[src/rtl/fft_pkg.sv]
`default_nettype none
// +----------------------------------------------------------------------------+
// | Package  : fft_pkg                                                         |
// | Purpose  : Shared defaults and helpers for the radix-2 pipelined FFT.      |
// |            FFT_LOG2N / FFT_N / FFT_DATA_W : default sizing                 |
// |            sample_t : packed {real | imag} sample, signed halves           |
// |            bitrev() : index bit reversal at the default size               |
// | Revision : 1.0  initial release                                            |
// +----------------------------------------------------------------------------+
package fft_pkg;

    localparam int FFT_LOG2N  = 3;
    localparam int FFT_N      = 1 << FFT_LOG2N;
    localparam int FFT_DATA_W = 16;

    typedef logic [FFT_DATA_W-1:0] sample_t;

    // Pure wiring: bit i of the result is bit (LOG2N-1-i) of the index.
    function automatic logic [FFT_LOG2N-1:0] bitrev(input logic [FFT_LOG2N-1:0] k);
        logic [FFT_LOG2N-1:0] r;
        r = '0;
        for (int i = 0; i < FFT_LOG2N; i++) begin
            r[i] = k[FFT_LOG2N-1-i];
        end
        return r;
    endfunction

endpackage : fft_pkg
`default_nettype wire

[src/rtl/fft_bitrev_reorder_if.sv]
`default_nettype none
// +----------------------------------------------------------------------------+
// | Interface : fft_bitrev_reorder_if                                          |
// | Purpose   : Valid/ready streams around the bit-reversal unscrambler.       |
// |             in_valid/in_ready/in_data        : bit-reversed input stream   |
// |             out_valid/out_ready/out_data/out_last : natural-order output   |
// |             modport slave  : the reorder block                             |
// |             modport master : the environment (producer + consumer)         |
// | Revision  : 1.0  initial release                                           |
// +----------------------------------------------------------------------------+
interface fft_bitrev_reorder_if #(
    parameter int DATA_W = 16
);
    logic              in_valid;
    logic              in_ready;
    logic [DATA_W-1:0] in_data;
    logic              out_valid;
    logic              out_ready;
    logic [DATA_W-1:0] out_data;
    logic              out_last;

    modport slave (
        input  in_valid, in_data, out_ready,
        output in_ready, out_valid, out_data, out_last
    );

    modport master (
        output in_valid, in_data, out_ready,
        input  in_ready, out_valid, out_data, out_last
    );
endinterface : fft_bitrev_reorder_if
`default_nettype wire

[src/rtl/fft_pingpong_ram.sv]
`default_nettype none
// +----------------------------------------------------------------------------+
// | Module   : fft_pingpong_ram                                                |
// | Purpose  : Two banks of N x DATA_W storage for frame double-buffering.     |
// |            clk   : write clock                                             |
// |            we    : write enable; wbank/waddr/wdata select and supply data  |
// |            rbank/raddr : asynchronous read address, rdata : read data      |
// | Revision : 1.0  initial release                                            |
// +----------------------------------------------------------------------------+
module fft_pingpong_ram #(
    parameter int LOG2N  = 3,
    parameter int DATA_W = 16
) (
    input  wire logic              clk,
    input  wire logic              we,
    input  wire logic              wbank,
    input  wire logic [LOG2N-1:0]  waddr,
    input  wire logic [DATA_W-1:0] wdata,
    input  wire logic              rbank,
    input  wire logic [LOG2N-1:0]  raddr,
    output      logic [DATA_W-1:0] rdata
);
    localparam int c_depth = 2 << LOG2N;

    // Bank select is the MSB of the flat address.
    logic [DATA_W-1:0] r_mem [c_depth];

    always_ff @(posedge clk) begin
        if (we) begin
            r_mem[{wbank, waddr}] <= wdata;
        end
    end

    assign rdata = r_mem[{rbank, raddr}];

endmodule : fft_pingpong_ram
`default_nettype wire

[src/rtl/fft_bitrev_reorder.sv]
`default_nettype none
// +----------------------------------------------------------------------------+
// | Module   : fft_bitrev_reorder                                              |
// | Purpose  : Output unscrambler for the radix-2 pipelined FFT. Frames arrive |
// |            in bit-reversed order, are buffered in a ping-pong store and    |
// |            replayed in natural order X[0]..X[N-1].                         |
// |            clk   : rising-edge clock                                       |
// |            rst_n : asynchronous active-low reset                           |
// |            bus   : fft_bitrev_reorder_if.slave                             |
// |                    in_valid/in_ready/in_data  - bit-reversed input         |
// |                    out_valid/out_ready/out_data/out_last - natural output  |
// | Revision : 1.0  initial release                                            |
// +----------------------------------------------------------------------------+
module fft_bitrev_reorder
    import fft_pkg::*;
#(
    parameter int LOG2N  = FFT_LOG2N,
    parameter int DATA_W = FFT_DATA_W
) (
    input  wire logic          clk,
    input  wire logic          rst_n,
    fft_bitrev_reorder_if.slave bus
);
    localparam logic [LOG2N-1:0] c_last = {LOG2N{1'b1}};

    logic              r_rst_done;
    logic [LOG2N-1:0]  r_wr_cnt;
    logic [LOG2N-1:0]  r_rd_cnt;
    logic              r_wr_bank;
    logic              r_rd_bank;
    logic [1:0]        r_full;
    logic              r_out_valid;
    logic [DATA_W-1:0] r_out_data;
    logic              r_out_last;

    logic [LOG2N-1:0]  w_wr_addr;
    logic [DATA_W-1:0] w_rd_data;
    logic              w_in_ready;
    logic              w_in_fire;
    logic              w_wr_wrap;
    logic              w_load;
    logic              w_rd_wrap;
    logic [1:0]        w_set;
    logic [1:0]        w_clr;

    // Write address is the bit-reversed arrival index, so sample k lands in
    // slot bitrev(k) and the reader can walk the bank linearly.
    for (genvar i = 0; i < LOG2N; i++) begin : g_bitrev
        assign w_wr_addr[i] = r_wr_cnt[LOG2N-1-i];
    end

    // in_ready stays low until the first clock after reset release.
    assign w_in_ready = r_rst_done && !r_full[r_wr_bank];
    assign w_in_fire  = bus.in_valid && w_in_ready;
    assign w_wr_wrap  = w_in_fire && (r_wr_cnt == c_last);

    assign w_load     = (!r_out_valid || bus.out_ready) && r_full[r_rd_bank];
    assign w_rd_wrap  = w_load && (r_rd_cnt == c_last);

    // Writer only sets a bank that is empty and the reader only clears a bank
    // that is full, so set and clear never target the same bank.
    assign w_set = w_wr_wrap ? (2'b01 << r_wr_bank) : 2'b00;
    assign w_clr = w_rd_wrap ? (2'b01 << r_rd_bank) : 2'b00;

    fft_pingpong_ram #(
        .LOG2N  (LOG2N),
        .DATA_W (DATA_W)
    ) u_ram (
        .clk   (clk),
        .we    (w_in_fire),
        .wbank (r_wr_bank),
        .waddr (w_wr_addr),
        .wdata (bus.in_data),
        .rbank (r_rd_bank),
        .raddr (r_rd_cnt),
        .rdata (w_rd_data)
    );

    always_ff @(posedge clk or negedge rst_n) begin
        if (!rst_n) begin
            r_rst_done <= 1'b0;
        end else begin
            r_rst_done <= 1'b1;
        end
    end

    // Write side: counter and bank pointer.
    always_ff @(posedge clk or negedge rst_n) begin
        if (!rst_n) begin
            r_wr_cnt  <= '0;
            r_wr_bank <= 1'b0;
        end else if (w_in_fire) begin
            r_wr_cnt <= r_wr_cnt + LOG2N'(1);
            if (w_wr_wrap) begin
                r_wr_bank <= ~r_wr_bank;
            end
        end
    end

    always_ff @(posedge clk or negedge rst_n) begin
        if (!rst_n) begin
            r_full <= 2'b00;
        end else begin
            r_full <= (r_full | w_set) & ~w_clr;
        end
    end

    // Read side: counter and bank pointer advance on each output load.
    always_ff @(posedge clk or negedge rst_n) begin
        if (!rst_n) begin
            r_rd_cnt  <= '0;
            r_rd_bank <= 1'b0;
        end else if (w_load) begin
            r_rd_cnt <= r_rd_cnt + LOG2N'(1);
            if (w_rd_wrap) begin
                r_rd_bank <= ~r_rd_bank;
            end
        end
    end

    // Output register: holds data/last while the consumer stalls.
    always_ff @(posedge clk or negedge rst_n) begin
        if (!rst_n) begin
            r_out_valid <= 1'b0;
            r_out_data  <= '0;
            r_out_last  <= 1'b0;
        end else if (w_load) begin
            r_out_valid <= 1'b1;
            r_out_data  <= w_rd_data;
            r_out_last  <= (r_rd_cnt == c_last);
        end else if (bus.out_ready) begin
            r_out_valid <= 1'b0;
            r_out_last  <= 1'b0;
        end
    end

    assign bus.in_ready  = w_in_ready;
    assign bus.out_valid = r_out_valid;
    assign bus.out_data  = r_out_data;
    assign bus.out_last  = r_out_last;

endmodule : fft_bitrev_reorder
`default_nettype wire

[src/flat_wrapper.sv]
// flat-port wrapper written by rule: the top's interface ports become plain ports
module fft_bitrev_reorder_flat import fft_pkg::*;
#(
    parameter int LOG2N  = FFT_LOG2N,
    parameter int DATA_W = FFT_DATA_W
)
  (clk, rst_n, bus_in_valid, bus_in_data, bus_out_ready, bus_in_ready, bus_out_valid, bus_out_data, bus_out_last);
  fft_bitrev_reorder_if #(.DATA_W(DATA_W)) bus_i ();
  input  wire logic clk;
  input  wire logic rst_n;
  input wire logic [$bits(bus_i.in_valid)-1:0] bus_in_valid;
  input wire logic [$bits(bus_i.in_data)-1:0] bus_in_data;
  input wire logic [$bits(bus_i.out_ready)-1:0] bus_out_ready;
  output wire logic [$bits(bus_i.in_ready)-1:0] bus_in_ready;
  output wire logic [$bits(bus_i.out_valid)-1:0] bus_out_valid;
  output wire logic [$bits(bus_i.out_data)-1:0] bus_out_data;
  output wire logic [$bits(bus_i.out_last)-1:0] bus_out_last;
  assign bus_i.in_valid = bus_in_valid;
  assign bus_i.in_data = bus_in_data;
  assign bus_i.out_ready = bus_out_ready;
  assign bus_in_ready = bus_i.in_ready;
  assign bus_out_valid = bus_i.out_valid;
  assign bus_out_data = bus_i.out_data;
  assign bus_out_last = bus_i.out_last;
  fft_bitrev_reorder #(.LOG2N(LOG2N), .DATA_W(DATA_W)) u_core (.clk(clk), .rst_n(rst_n), .bus(bus_i));
endmodule
[config.mk]
export PLATFORM = sky130hd
export DESIGN_NAME = fft_bitrev_reorder_flat
export DESIGN_NICKNAME = d
export VERILOG_FILES = /design/src/rtl/fft_pkg.sv /design/src/rtl/fft_bitrev_reorder_if.sv /design/src/rtl/fft_pingpong_ram.sv /design/src/rtl/fft_bitrev_reorder.sv /design/src/flat_wrapper.sv
export SDC_FILE = /design/constraint.sdc
export NUM_CORES = 1
export LEC_CHECK = 0
export ABC_CLOCK_PERIOD_IN_PS = 3480
export CORE_ASPECT_RATIO = 0.6
export CORE_MARGIN = 2
export CORE_UTILIZATION = 55
export DETAILED_ROUTE_END_ITERATION = 8
export DONT_BUFFER_PORTS = 1
export PLACE_DENSITY = 0.7
export SKIP_LAST_GASP = 1
export SYNTH_ARGS = -nofsm -noshare
export SYNTH_HDL_FRONTEND = slang
export SYNTH_SLANG_ARGS = --single-unit
[constraint.sdc]
create_clock -name clk -period 3.48 [get_ports clk]
set_input_delay 0.348 -clock clk [delete_from_list [all_inputs] [get_ports clk]]
set_output_delay 0.348 -clock clk [all_outputs]
set_load 0.005 [all_outputs]
==> results of run 1 <==
## final cells by class
type | instances | area [um^2] | share of cell area
diodes | 1 | 2.50 | 0.000200
clock buffers | 40 | 797 | 0.0638
clock inverters | 8 | 53.8 | 0.00431
multi-input cells | 256 | 2490 | 0.199
flip-flops and latches | 285 | 8420 | 0.674
well taps | 273 | 342 | 0.0274
repair buffers | 42 | 385 | 0.0309
## cells by family after synthesis
family / Yosys count / share of synthesized area
AOI/OAI and AO/OA: 51 / 0.0374
xor gates and xnor gates: 4 / 0.00316
adders and majority gates: 4 / 0.00452
buffers and inverters: 30 / 0.0188
DFF: 285 / 0.760
muxes: 104 / 0.137
other: 1 / 0.000339
and+or+nand+nor: 92 / 0.0391
## critical path, cell delays in order, from the launching register on
cell     delay (ps)
dfrtp_1         620
mux2i_1         290
and3_1          330
nand3_1         260
nor2_1          510
buf_4           320
## power by group through the flow
stage | registers, mW | logic, mW | clock network [mW]
global route | 4.53 | 2.25 | 3.00
CTS | 4.48 | 2.08 | 2.85
global placement | 4.53 | 1.94 | 0
finish | 4.47 | 2.07 | 2.79
detailed placement | 4.55 | 2.00 | 0
floorplan | 4.21 | 1.84 | 0
## sequential cells by signal, summed over array words and instances, names as in the netlist
signal / count
u_core.bus.out_data: 16
u_core.r_rd_cnt: 3
u_core.r_full: 2
u_core.r_wr_cnt: 3
u_core.r_rst_done: 1
u_core.r_rd_bank: 1
u_core.r_wr_bank: 1
u_core.bus.out_valid: 1
u_core.bus.out_last: 1
u_core.u_ram.r_mem: 256
## metal layers
layer | vias to the layer above | share of wire | GRT usage
li1 | 2387 | - | -
met1 | 2809 | 0.46 | 0.332
met2 | 190 | 0.44 | 0.325
met3 | 39 | 0.075 | 0.0572
met4 | 0 | 0.022 | 0.0587
met5 | - | 0 | 0
## cells in the final DEF, fill, tap and decap left out, types with 2 or more instances in the layout
cell,netlist,routed
edfxtp_1,256,256
mux2i_1,67,67
nand2_1,39,39
mux4_2,35,35
clkbuf_16,0,29
dfrtp_1,29,27
a22oi_1,22,22
buf_4,0,22
dlygate4sd3_1,0,18
nor2_1,19,11
o221ai_1,11,11
nor2b_1,8,8
nor2_2,0,8
nand2b_1,8,8
clkbuf_1,11,8
a2111oi_0,5,5
a211oi_1,5,5
a221o_1,5,5
nor3_2,0,4
xnor2_1,4,4
ha_1,4,4
nand3_1,3,3
nand3b_1,3,3
clkinv_2,0,3
clkbuf_8,0,3
inv_6,0,3
a31oi_1,2,2
and2_1,2,2
mux4_1,2,2
buf_12,1,2
## how the worst max path moves through the flow
| stage | from | cells after the start | to |
|---|---|---|---|
| global route | u_core.r_wr_bank$_DFFE_PN0P_ | 5 | u_core.u_ram.r_mem[11][10]$_DFFE_PP_ |
| global placement | u_core.r_wr_bank$_DFFE_PN0P_ | 5 | u_core.u_ram.r_mem[11][11]$_DFFE_PP_ |
| floorplan | u_core.r_full[0]$_DFF_PN0_ | 4 | u_core.u_ram.r_mem[0][0]$_DFFE_PP_ |
| CTS | u_core.r_wr_bank$_DFFE_PN0P_ | 5 | u_core.u_ram.r_mem[11][10]$_DFFE_PP_ |
| detailed placement | u_core.r_wr_bank$_DFFE_PN0P_ | 5 | u_core.u_ram.r_mem[11][8]$_DFFE_PP_ |
| finish | u_core.r_wr_bank$_DFFE_PN0P_ | 5 | u_core.u_ram.r_mem[11][13]$_DFFE_PP_ |
## metrics by stage
| step | total power [mW] | hold slack (ps) | area [um^2] |
|---|---|---|---|
| 2_1_floorplan | 6.05 | 52.4 | 11100 |
| 3_3_place_gp | 6.47 | 53.6 | 11400 |
| 3_5_place_dp | 6.55 | 53.6 | 11400 |
| 4_1_cts | 9.40 | 64.9 | 12500 |
| 5_1_grt | 9.78 | 94.8 | 12500 |
| 6_report | 9.33 | 81.6 | 12500 |
==> results.ini, run 1 <==
[sta]
setup_slack_ps = 838
period_minus_slack_ps = 2640
fmax_mhz = 378
drv_slew = 0
rsz0062_at_grt = false
tns_ps = 0
slew_headroom = 0.332
post-route-period-util = 0.759
setup_violations = 0
clock_skew_ps = 16.4
finalHoldViolations = 0
tightest_slew_ps = 998

[pwr]
ir_drop_mv = 0.545
p_clk_frac = 0.299
switching_share = 0.292
netSwitchingPower_mw = 2.72
powerDensity_mw_per_mm2 = 747
seqPwrFrac = 0.479
p_int_mw = 6.61
leakage_nw = 4.26
combPwrFrac = 0.222

[layout]
area_growth_pct = 12.8
stdcell_count = 905
nNetsFinal = 635
nFillCells = 1387
final_util = 0.628
drive_above_1_share = 0.181

[job]
cap_violations = 0

[global_route]
antenna_found_initial = 1
grt.total_usage = 0.221
grt_pass1_vias = 5578
grt_pass1_wl_um = 34800
grt_start_max_net_pins = 41
overflow = 0

[synth]
netlist_top_cells_area = edfxtp_1 69%, mux4_2 7.1%, dfrtp_1 6.6%
synth.cell_area_mm2 = 0.0111
synthTopCellsByCount = 256 x edfxtp_1, 67 x mux2i_1, 39 x nand2_1
synth-seq-cells = 285
async_flop_share = 0.102
synthDominantCellAreaShare = 0.695
yosysTopAreaCell = edfxtp_1
ys_warn_count = 0
syn_inst = 571
synth_most_common_cell = edfxtp_1
synth.avg_cell_area_um2 = 19.4
synth_edf_count = 256
yosysSeqAreaShare = 0.760
synth_nets = 595
synth_ff_type = edfxtp_1
yosysUniqueCellTypes = 35

[die]
rows = 40
die_h_um = 114
start_util = 0.557
die_area_mm2 = 0.0213
fp.coreArea_mm2 = 0.0199
io_pins = 39
die_w_um = 187

[run_status]
outcome = complete, no violations

[placed_design]
portBuffers = 0
gp_congestion = 0.844
dp_hpwl_um = 13900
place_ws_ps = 829
dp.cells = 837

[drt]
drtIter0Drc = 665
drc = 0
vias_per_cell = 5.99
routedWlPerCell_um = 25.0
routed-via-count = 5425
drt-total-wl_um = 22700
ant_nets = 0
firstDrtPassIters = 5

[clock_network]
post_cts_resize_count = 0
root_buffer = clkbuf_16
clkSlewWorstSetupHoldPaths_ps = 70
htree_levels = 1
cts_tree = done
clk_latency_ps = 530
hold_buffers = 19
clockBufferDepth = 3
post_cts_buffers = 0
cts_buffers = 26
cts.sinks = 285

[setup_path]
r2r_cells = 5
r2r_end = u_core.u_ram.r_mem[11][13]$_DFFE_PP_
cp.required_ps = 3700
r2r_start = u_core.r_wr_bank$_DFFE_PN0P_
cp_max_fo = 11
ff2ff_setup_slack_ps = 840
arrival_ps = 2860
start_kind = flip-flop
path_class = reg2reg
end_kind = flip-flop

[worst_hold_path]
hold_end = u_core.bus.out_valid$_DFFE_PN0P_
hold_path_startpoint = bus_out_ready
whs_path_depth = 2
hold_path.class = in2reg

(Power assumes the default switching activity.)
==> inputs of run 2 (changes only) <==
Settings changed: ABC_CLOCK_PERIOD_IN_PS 3480 to 2400, PLACE_DENSITY 0.7 to 0.73.
Clock period 3.48 ns to 2.4 ns, I/O delays scaled along.
==> run 2 against run 1 <==
Design area increased by 3.1%. Sequential power up 41%. First-iteration DRC count is 5.6% higher. Total power increased by 55%. Global-route usage rose by 1.2 points. Fmax rose by 21%. Register-to-register slack got worse by 620 ps. Critical path type unchanged. Critical endpoint is now u_core.bus.out_data[0]$_DFFE_PN0P_. Largest power group unchanged. Highest routed layer is now met5.
==> results.ini, run 2 (synthesis results as in run 1) <==
[setup_path]
end_kind = flip-flop
ff2ff_setup_slack_ps = 220
r2r_end = u_core.bus.out_data[0]$_DFFE_PN0P_
cp-startpoint = u_core.r_rd_cnt[2]$_DFFE_PN0P_
path_cells = buf_4, a2111oi_0, a211oi_1, a221o_1
r2r_cells = 4
cp_max_fo = 16
path_class = reg2reg
r2r_start = u_core.r_rd_cnt[2]$_DFFE_PN0P_
crit_buf_inv = 1
cp.required_ps = 2810
critPathSlowestCell = dfrtp_1
arrival_ps = 2590
start_kind = flip-flop
path_delay_family = compound AO/OA/AOI/OAI gates
critPathMaxStageDelay_ps = 700

[clock_network]
clkSlewWorstSetupHoldPaths_ps = 60
post_cts_resize_count = 0
clk_latency_ps = 530
htree_levels = 1
cts.sinks = 285
cts_buffers = 26
cts_tree = done
root_buffer = clkbuf_16
clockBufferDepth = 3

[sta]
period_minus_slack_ps = 2180
finalHoldViolations = 0
drv_slew = 0
tns_ps = 0
rsz0062_at_grt = false
tightest_slew_ps = 846
clock_skew_ps = 17.2
fmax_mhz = 458
slew_headroom = 0.436
post-route-period-util = 0.909
setup_violations = 0

[pwr]
combPwrFrac = 0.243
p_int_mw = 10.3
leakage_nw = 4.45
seqPwrFrac = 0.437
p_clk_frac = 0.320
ir_drop_mv = 0.907
powerDensity_mw_per_mm2 = 1120
switching_share = 0.284
netSwitchingPower_mw = 4.10
power_mw = 14.4

[placed_design]
dp.cells = 858
dp_hpwl_um = 15000
gp_congestion = 0.822
portBuffers = 0
dpl_cell_area_mm2 = 0.0117

[die]
io_pins = 39
die_area_mm2 = 0.0213
fp.coreArea_mm2 = 0.0199
die_h_um = 114
die_w_um = 187
start_util = 0.557
rows = 40

[global_route]
grt_pass1_vias = 5678
overflow = 0
antenna_found_initial = 2
grt_pass1_wl_um = 36100
grt.total_usage = 0.232
grt_start_max_net_pins = 30

[drt]
routed-via-count = 5684
routedWlPerCell_um = 26.0
drt-total-wl_um = 24100
vias_per_cell = 6.13
firstDrtPassIters = 5
drtIter0Drc = 702
drc = 0
ant_nets = 0

[layout]
nFillCells = 1314
multi_input_area_mm2 = 0.00248
final_cell_mix = 256 x edfxtp_1, 67 x mux2i_1, 39 x nand2_1
area_growth_pct = 16.3
stdcell_count = 927
seq_area_mm2 = 0.00842
regMostFlops = u_core.u_ram.r_mem
final_util = 0.648
final_common_cell = edfxtp_1
largest_register_ffs = 256
nNetsFinal = 657
drive_above_1_share = 0.207
fin_area_mm2 = 0.0129

[job]
cap_violations = 0

[run_status]
outcome = complete, no violations

[worst_hold_path]
whs_path_depth = 2
hold_end = u_core.bus.out_valid$_DFFE_PN0P_
hold_path_startpoint = bus_out_ready
hold_path.class = in2reg

## run 2: power by group through the flow
stage / Clock [mW] / Combinational (mW) / Sequential (mW)
2_1_floorplan: 0 / 2.68 / 6.10
3_3_place_gp: 0 / 3.27 / 6.40
3_5_place_dp: 0 / 3.38 / 6.42
4_1_cts: 4.71 / 3.51 / 6.32
5_1_grt: 4.91 / 3.76 / 6.36
6_report: 4.62 / 3.50 / 6.31
## run 2: routing by layer
| metal | GRT usage | vias up | wire length, um |
|---|---|---|---|
| met5 | 0 | - | 11 |
| met4 | 0.0466 | 2 | 405 |
| met3 | 0.0508 | 33 | 2440 |
| met2 | 0.341 | 281 | 10600 |
| met1 | 0.364 | 2941 | 10700 |
| li1 | - | 2427 | - |
## run 2: how the worst max path moves through the flow
stage / slack, ps / cells past startpoint / to
2_1_floorplan: 160 / 4 / u_core.u_ram.r_mem[12][0]$_DFFE_PP_
3_3_place_gp: 320 / 5 / u_core.u_ram.r_mem[9][10]$_DFFE_PP_
3_5_place_dp: 240 / 5 / u_core.u_ram.r_mem[12][11]$_DFFE_PP_
4_1_cts: 210 / 5 / u_core.u_ram.r_mem[12][11]$_DFFE_PP_
5_1_grt: 70 / 5 / u_core.u_ram.r_mem[12][1]$_DFFE_PP_
6_report: 220 / 4 / u_core.bus.out_data[0]$_DFFE_PN0P_
## run 2: cell type report
cell class,count,share of cell area
Sequential cell,285,0.654
Multi-Input combinational cell,256,0.193
Clock buffer,34,0.0561
Timing Repair Buffer,64,0.0508
Tap cell,273,0.0265
Clock inverter,14,0.0193
Antenna cell,1,0.000194
## run 2: what timing repair did
item,in CTS,in global routing
setup buffers,0,0
endpoints found under the hold margin,287,0
hold buffers,20,0
setup endpoints to repair,0,0
## run 2: through the flow
stage	worst slack (ps)	hold WS [ps]
6_report	218	38.6
5_1_grt	72.8	23.8
3_3_place_gp	319	-53.8
4_1_cts	208	5.86
3_5_place_dp	242	-53.9
2_1_floorplan	163	-55.6
